[config.mk]
export PLATFORM = sky130hd
export DESIGN_NAME = fetch_stage
export DESIGN_NICKNAME = d
export VERILOG_FILES = /design/src/rtl/fetch_stage.sv
export SDC_FILE = /design/constraint.sdc
export NUM_CORES = 1
export LEC_CHECK = 0
export CAP_MARGIN = 20
export CELL_PAD_IN_SITES_DETAIL_PLACEMENT = 1
export CELL_PAD_IN_SITES_GLOBAL_PLACEMENT = 2
export CORE_MARGIN = 1
export CORE_UTILIZATION = 29
export DETAILED_ROUTE_END_ITERATION = 12
export GPL_TIMING_DRIVEN = 0
export PLACE_DENSITY = 0.72
export SETUP_SLACK_MARGIN = 0.2
export SLEW_MARGIN = 5
export SYNTH_ARGS = -nofsm -noshare
export SYNTH_HDL_FRONTEND = slang
export SYNTH_SLANG_ARGS = --single-unit
[constraint.sdc]
create_clock -name clk -period 4.5 [get_ports clk]
set_clock_uncertainty 0.1 [all_clocks]
set_input_delay 0.9 -clock clk [delete_from_list [all_inputs] [get_ports clk]]
set_output_delay 0.9 -clock clk [all_outputs]
set_load 0.1 [all_outputs]
[src/rtl/fetch_stage.sv]
`default_nettype none
// ============================================================================
//  Module      : fetch_stage
//  Description : Instruction fetch stage. Owns the PC, issues word requests
//                to instruction memory (req/ready + rvalid, in order, at most
//                one outstanding) and buffers returned instructions in a
//                2-entry queue presented to decode. Holds on stall_IF and
//                squashes in-flight work on an EX-stage redirect.
//  Revision    : 1.0  initial release
// ----------------------------------------------------------------------------
//  Parameters
//    RESET_PC          first fetch address after reset
//    NOP_INSTR         instruction shown on instr_IF while the queue is empty
//  Ports
//    clk               rising-edge clock
//    rst_n             asynchronous active-low reset
//    stall_IF          hazard hold, queue head is not consumed
//    redirect_EX       taken branch/jump resolved in EX
//    redirectTarget_EX new PC for the redirect
//    imem_req          fetch request
//    imem_addr         word address of the request ([1:0] = 00)
//    imem_ready        request accepted this cycle
//    imem_rvalid       response valid
//    imem_rdata        response instruction
//    valid_IF          queue head valid
//    instr_IF          queue head instruction
//    PC_IF             queue head PC (fetch PC while the queue is empty)
//    PCPlus4_IF        PC_IF + 4, modulo 2^32
//    misaligned_IF     (FETCH_MISALIGN_CHECK_EN only) sticky flag raised by a
//                      redirect to a target with [1:0] != 00
//  Build option
//    FETCH_MISALIGN_CHECK_EN  when defined, misaligned redirects raise
//                             misaligned_IF and freeze fetch until the next
//                             aligned redirect; otherwise target [1:0] is
//                             silently cleared.
// ============================================================================
module fetch_stage #(
    parameter logic [31:0] RESET_PC  = 32'h0000_0000,
    parameter logic [31:0] NOP_INSTR = 32'h0000_0013
) (
    input  logic        clk,
    input  logic        rst_n,
    input  logic        stall_IF,
    input  logic        redirect_EX,
    input  logic [31:0] redirectTarget_EX,
    output logic        imem_req,
    output logic [31:0] imem_addr,
    input  logic        imem_ready,
    input  logic        imem_rvalid,
    input  logic [31:0] imem_rdata,
    output logic        valid_IF,
    output logic [31:0] instr_IF,
    output logic [31:0] PC_IF,
    output logic [31:0] PCPlus4_IF
`ifdef FETCH_MISALIGN_CHECK_EN
    ,
    output logic        misaligned_IF
`endif
);

    // Request-tracking FSM
    localparam logic [1:0] c_idle = 2'd0;  // nothing outstanding
    localparam logic [1:0] c_wait = 2'd1;  // outstanding response will be kept
    localparam logic [1:0] c_drop = 2'd2;  // outstanding response will be discarded

    logic [1:0]  r_state;
    logic [1:0]  w_state_next;
    logic [31:0] r_pc;
    logic [31:0] w_pc_next;
    logic [31:0] r_req_addr;

    // Two-entry queue: slot 0 is always the head
    logic [1:0]  r_count;
    logic [1:0]  w_count_next;
    logic [31:0] r_instr0;
    logic [31:0] r_instr1;
    logic [31:0] r_pc0;
    logic [31:0] r_pc1;

    logic        w_outstanding;
    logic        w_keep;
    logic        w_pop;
    logic        w_accept;
    logic        w_wr_slot1;
    logic [2:0]  w_count_pre;
    logic [2:0]  w_count_need;
    logic        w_misaligned;

    // ------------------------------------------------------------------------
    // Misaligned-redirect tracking
    // ------------------------------------------------------------------------
`ifdef FETCH_MISALIGN_CHECK_EN
    logic r_misaligned;

    always_ff @(posedge clk or negedge rst_n) begin
        if (!rst_n) begin
            r_misaligned <= 1'b0;
        end else if (redirect_EX) begin
            r_misaligned <= |redirectTarget_EX[1:0];
        end
    end

    assign w_misaligned  = r_misaligned;
    assign misaligned_IF = r_misaligned;
`else
    // Low target bits are dropped without comment in this build.
    logic w_unused_tgt_lsb;
    assign w_unused_tgt_lsb = ^redirectTarget_EX[1:0];
    assign w_misaligned     = 1'b0;
`endif

    // ------------------------------------------------------------------------
    // Issue logic
    // ------------------------------------------------------------------------
    assign w_outstanding = (r_state != c_idle);

    // A response is kept only in WAIT and only if no redirect squashes it.
    assign w_keep = (r_state == c_wait) & imem_rvalid & !redirect_EX;

    assign w_pop  = valid_IF & !stall_IF & !redirect_EX;

    // Queue occupancy after this cycle's push/pop, before any new request.
    assign w_count_pre  = {1'b0, r_count} + {2'b00, w_keep} - {2'b00, w_pop};
    // Room must also be reserved for a response still in flight.
    assign w_count_need = w_count_pre + {2'b00, (w_outstanding & !imem_rvalid)};

    // A new request may only go out when nothing is outstanding or the
    // outstanding response retires this same cycle, which keeps the memory
    // interface at one outstanding transaction.
    assign imem_req  = rst_n
                     & !redirect_EX
                     & !w_misaligned
                     & ((r_state == c_idle) | imem_rvalid)
                     & (w_count_need < 3'd2);
    assign imem_addr = r_pc;
    assign w_accept  = imem_req & imem_ready;

    // ------------------------------------------------------------------------
    // Next-state logic
    // ------------------------------------------------------------------------
    always_comb begin
        w_state_next = r_state;
        if (redirect_EX) begin
            // A response arriving in the redirect cycle is simply discarded.
            w_state_next = (w_outstanding & !imem_rvalid) ? c_drop : c_idle;
        end else if (w_accept) begin
            w_state_next = c_wait;
        end else if (w_outstanding & imem_rvalid) begin
            w_state_next = c_idle;
        end
    end

    always_comb begin
        w_pc_next = r_pc;
        if (redirect_EX) begin
            w_pc_next = {redirectTarget_EX[31:2], 2'b00};
        end else if (w_accept) begin
            w_pc_next = r_pc + 32'd4;
        end
    end

    always_comb begin
        w_count_next = w_count_pre[1:0];
        if (redirect_EX) begin
            w_count_next = 2'd0;
        end
    end

    // Incoming entry lands behind whatever remains after the pop.
    assign w_wr_slot1 = (r_count == 2'd2) | ((r_count == 2'd1) & !w_pop);

    // ------------------------------------------------------------------------
    // Registers
    // ------------------------------------------------------------------------
    always_ff @(posedge clk or negedge rst_n) begin
        if (!rst_n) begin
            r_state    <= c_idle;
            r_pc       <= RESET_PC;
            r_req_addr <= RESET_PC;
        end else begin
            r_state <= w_state_next;
            r_pc    <= w_pc_next;
            if (w_accept) begin
                r_req_addr <= r_pc;
            end
        end
    end

    always_ff @(posedge clk or negedge rst_n) begin
        if (!rst_n) begin
            r_count  <= 2'd0;
            r_instr0 <= NOP_INSTR;
            r_instr1 <= NOP_INSTR;
            r_pc0    <= RESET_PC;
            r_pc1    <= RESET_PC;
        end else begin
            r_count <= w_count_next;
            if (!redirect_EX) begin
                if (w_pop) begin
                    r_instr0 <= r_instr1;
                    r_pc0    <= r_pc1;
                end
                // Later assignment wins over the shift when the new entry
                // becomes the head.
                if (w_keep) begin
                    if (w_wr_slot1) begin
                        r_instr1 <= imem_rdata;
                        r_pc1    <= r_req_addr;
                    end else begin
                        r_instr0 <= imem_rdata;
                        r_pc0    <= r_req_addr;
                    end
                end
            end
        end
    end

    // Issue gating guarantees the queue can never overflow.
    a_no_overflow : assert property (@(posedge clk) disable iff (!rst_n)
        !(w_keep && !w_pop && (r_count == 2'd2)));

    // ------------------------------------------------------------------------
    // Decode-facing outputs
    // ------------------------------------------------------------------------
    assign valid_IF   = (r_count != 2'd0) & !w_misaligned;
    assign instr_IF   = valid_IF ? r_instr0 : NOP_INSTR;
    assign PC_IF      = valid_IF ? r_pc0 : r_pc;
    assign PCPlus4_IF = PC_IF + 32'd4;

endmodule
`default_nettype wire

Word-level counts from Yosys, hierarchy flattened

Cells that the tools add are included.

Output and inout port bits: 130
Flip-flop bits (word level): 196

$lt $le $gt $ge: 1
Add/subtract/negate cells: 5
Mux-type cells: 15
Bitwise gates (word level): 14
Equality and inequality tests: 3
Reductions and logical operators: 10

Operators with widths:

| cell                                                                 | count |
|---|---|
| 32-bit 2-to-1 mux                                                    | 10 |
| 32-bit by 3-bit adder with 32-bit output, second input constant      | 2 |
| 1-bit AND                                                            | 11 |
| 2-bit 2-to-1 mux                                                     | 5 |
| 2-bit nonzero test                                                   | 3 |
| 2-bit by 1-bit == test with 1-bit output, second input constant      | 2 |
| 1-bit logical NOT                                                    | 4 |
| 2-bit by 1-bit adder with 3-bit output                               | 1 |
| 3-bit by 1-bit adder with 3-bit output                               | 1 |
| 3-bit by 2-bit < comparator with 1-bit output, second input constant | 1 |
| 3-bit AND reduction                                                  | 1 |
| 3-bit nonzero test                                                   | 1 |
| 3-bit by 1-bit subtractor with 3-bit output                          | 1 |
| 2-bit == test, second input constant                                 | 1 |
| 2-bit logical NOT                                                    | 1 |
| 1-bit OR                                                             | 2 |
| 1-bit inverter                                                       | 1 |

Depth between registers and ports, before layout

Depth after elaboration: 11
Mapped depth: 21
Gate-level depth less buffers: 16

Worst setup path before layout

Ideal clock, no wire load.

Kind: reg-to-output
From: register r_count[1]
To: output port PCPlus4_IF[24]
Arrival: 6.994 ns
Slack: -3.494 ns
Stages on the path, launching flop included: 13
Path buffers: 5
Cell sequence: dfrtp_1 -> buf_2 -> nor2_4 -> buf_2 -> buf_1 -> buf_1 -> mux2i_1 -> inv_1 -> ha_1 -> nand4_1 -> clkbuf_1 -> nor3_1 -> xnor2_1

Cells in the longest elaborated chain, start to end: 3

Ends and longest elaborated chain:

| what                                     | line | RTL |
|---|---|---|
| start: declaration                       | 73   | `logic [1:0] r_count;` |
| start signal: assignment                 | 197  | `r_count <= w_count_next;` |
| 2-bit nonzero test                       | 225  | `assign valid_IF = (r_count != 2'd0) & !w_misaligned;` |
| 32-bit 2-to-1 mux                        | 227  | `assign PC_IF = valid_IF ? r_pc0 : r_pc;` |
| named net PC_IF[2]                       | 53   | `output logic [31:0] PC_IF,` |
| 32-bit by 3-bit adder with 32-bit output | 228  | `assign PCPlus4_IF = PC_IF + 32'd4;` |
| end: declaration                         | 54   | `output logic [31:0] PCPlus4_IF` |

The timed path passes the listed nets, and every way through them passes these cells.

Worst setup path after layout

From: input port redirect_EX
To: output port imem_req

Cells in the longest elaborated chain, start to end: 7
Elaborated cells between the ends (all ways): 10
Those cells by class: add/sub (3); order compare (1); bitwise (5); reduce/logical (1)

Ends and longest elaborated chain:

| what                                          | line | RTL |
|---|---|---|
| start: declaration                            | 44   | `input logic redirect_EX,` |
| 1-bit logical NOT *                           | --   |  |
| 1-bit AND                                     | 118  | `assign w_keep = (r_state == c_wait) & imem_rvalid & !redirect_EX;` |
| 2-bit by 1-bit adder with 3-bit output        | 123  | `assign w_count_pre = {1'b0, r_count} + {2'b00, w_keep} - {2'b00, w_pop};` |
| 3-bit by 1-bit subtractor with 3-bit output   | 123  |  |
| 3-bit by 1-bit adder with 3-bit output        | 125  | `assign w_count_need = w_count_pre + {2'b00, (w_outstanding & !imem_rvalid)};` |
| 3-bit by 2-bit < comparator with 1-bit output | 134  | `& (w_count_need < 3'd2);` |
| 1-bit AND *                                   | 134  |  |
| end: declaration                              | 46   | `output logic imem_req,` |

Every way passes the cells marked *; elsewhere a longest branch is shown, timed or not.

==> flow_summary.ini <==
[critical_path]
reg2reg_setup_slack_ps = 10
crit_family = adder cells
crit_type = input port to primary output
cpMaxStageDelayCell = fa_1
r2r-end = imem_addr[27]
r2r_cells = 22
start_kind = input port
worstPathRequired_ps = 3500
crit_arrival_ps = 3610
worstReg2RegStart = r_count[1]
cp-end-kind = primary output
worst-path-buf-inv = 5
path_cells = buf_6 > nand2b_4 > or3b_4 > ha_4 > inv_4 > ha_4 > inv_2 > fa_1 > inv_1 > ha_1 > or3b_4 > nor3_4 > buf_12
slowest_delay_ps = 490
critPathMaxFanout = 2

[final_layout]
layout.nets = 1332
layout-drive-gt1-share_pct = 27.7
fill_cells = 3651
area.growth.synth_to_final_pct = 49.7
final_design_area_no_fill_sq_um = 14700

[route]
wl_per_cell_microns = 21.7
drt-pass1-iter-count = 4
drcViolationCount = 0
first_iter_violations = 462
vias_per_cell = 4.95
routed_wl_mm = 37.1
vias = 8467
ant_nets = 0

[clock_network]
cts_tree = built
postCtsHoldBufs = 0
clkTransAtPathRegs_ps = 70
clock-sinks = 190
cts_buffers = 17
clk_path_buf_depth = 2
cts_max_level = 4
root_buffer = clkbuf_16
insertion_delay_ps = 440

[yosys]
synth.most_common_cell = nand2_1
synth_common_cells = 241 x nand2_1, 184 x dfrtp_1, 80 x o21ai_0
yosysTopAreaCell = dfrtp_1
synth.area.top_cells = dfrtp_1 47%, nand2_1 9.2%, mux2_2 8.5%
syn_inst = 981
yosys_most_used_dff = dfrtp_1
synthArstFlopShare_pct = 100
synth-edff-count = 0
synth_top_area_share_pct = 47.0
avgSynthCellArea_sq_um = 9.98
ys_seq_elements = 190
ys_warn_count = 0
syn_area_sq_um = 9790
yosysSeqAreaShare_pct = 48.6
yosys.cell_types.count = 62

[die]
die-area_sq_um = 34500
core-area_sq_um = 32900
num_rows = 66
initial_utilization_pct = 29.8
die_h_microns = 186
io-pin-count = 200
die_w_microns = 186

[outcome]
violations = negative setup slack
status = finished, violations left

[global_routing]
grt_max_degree = 101
antenna_found_initial = 3
grt_pass1_vias = 8877
grt_overflow = 0
grt_pass1_wl_mm = 54.9
grtUsageTotal_pct = 21.5

[flow_run]
drv_cap = 0

[hold_path]
hold_end = r_req_addr[24]
hold_depth = 2
hp-class = flip-flop to flip-flop
min_from = r_req_addr[24]

[place]
place_area_sq_um = 13000
gp_congestion = 0.791
io_buffers = 195
place_hpwl_mm = 25.0

[timing]
max_slew_margin_pct = 30.9
worstMarginPinSlew_ps = 1030
worst_slack_ps = -114
max_freq_mhz = 217
fin_crit_sh_pct = 103
finalSetupTns_ps = -120
rsz0062_at_grt = true
finalSetupViolations = 3
fin_crit_ps = 4610
maxSlewViolCount = 0
hold_viol_final = 0

[power_and_ir_drop]
power_density_nw_per_um2 = 408
p_leak_nw = 6.88
peakVddDrop_uv = 218
## layer usage
| metal | track usage [%] | vias to the layer above | part of all wire [%] |
|---|---|---|---|
| met5 | 0 | - | 0.073 |
| met1 | 28.2 | 4280 | 44 |
| met4 | 6.79 | 4 | 2.8 |
| li1 | - | 3905 | - |
| met2 | 35.1 | 228 | 47 |
| met3 | 4.66 | 50 | 5.5 |
## tightest hold or removal path, delay by kind of cell (launching register included)
family / cells / cell delay, ps
DFF: 1 / 360
and+or+nand+nor: 2 / 110
## cell type report
type                            count  area [sq um]  share of cell area, %
Clock inverter                     12           124                  0.845
Buffer                             65           497                   3.39
Tap cell                          442           553                   3.77
Sequential cell                   190          4770                   32.5
Timing Repair Buffer              254          2680                   18.3
Inverter                           17          75.1                  0.512
Clock buffer                       20           457                   3.11
Multi-Input combinational cell    711          5510                   37.6
Antenna cell                        1          2.50                 0.0171
## through the flow
step	instances	setup WS (ps)	utilization [%]	hold WS, ps	power (mW)
3_5_place_dp	1621	-1680	39.5	385	4.35
4_1_cts	1682	-131	42.7	406	5.94
6_report	1712	-114	44.6	400	5.98
5_1_grt	1711	-249	44.6	426	6.25
2_1_floorplan	982	-583	-	361	3.78
3_3_place_gp	1619	-7130	39.4	382	4.31
## cells in the final DEF (no fill, tap or decap), drive strengths merged, types with 4 or more instances in the layout
cell type and instances:
ha 5, nand2b 4, dfstp 6, mux2 74
clkdlybuf4s15 25, xnor2 19, buf 111, clkbuf 61
clkdlybuf4s50 123, o21ai 87, nor3 15, and4 5
a22oi 5, dlygate4sd2 16, mux2i 71, nor2 12
o211ai 15, inv 22, and2 35, xor2 26
nand2 241, nor4 10, nand4 18, nand3 14
nor3b 4, clkinvlp 5, dfrtp 184, and3 5
or3 6, a21oi 4
## registers in the layout, summed over array words and instances, names as in the netlist
name	count
r_pc0	32
r_count	2
imem_addr	30
r_instr0	32
r_pc1	30
r_req_addr	30
r_instr1	32
r_state	2
## cells by family after synthesis
logic type | after synthesis | synth area share [%]
flops | 190 | 48.6
fa+ha+maj | 6 | 0.843
buf+inv | 82 | 3.72
compound gates | 125 | 7.36
other cells | 1 | 0.0383
xor+xnor | 46 | 4.27
simple gates | 386 | 19.4
mux | 145 | 15.8
## repair_timing
item,in CTS,in global routing
buffers inserted,28,22
resized for setup,295,87
pin swaps,16,35
setup endpoints to repair,145,87
gates cloned,1,7
## power by group
group | internal, mW | switching [mW]
clock network | 0.808 | 0.740
registers | 2.06 | 0.292
logic | 0.647 | 1.43
## how the worst max path moves through the flow
stage / depth (start not counted) / to / start
after CTS: 13 / imem_req / redirect_EX
after detailed placement: 16 / imem_req / redirect_EX
after global placement: 1 / imem_addr[2] / rst_n
after floorplan: 12 / PCPlus4_IF[24] / r_count[1]
after global routing: 17 / imem_req / r_count[1]
final: 13 / imem_req / redirect_EX
Note: power is estimated with default switching activity, not from simulation.
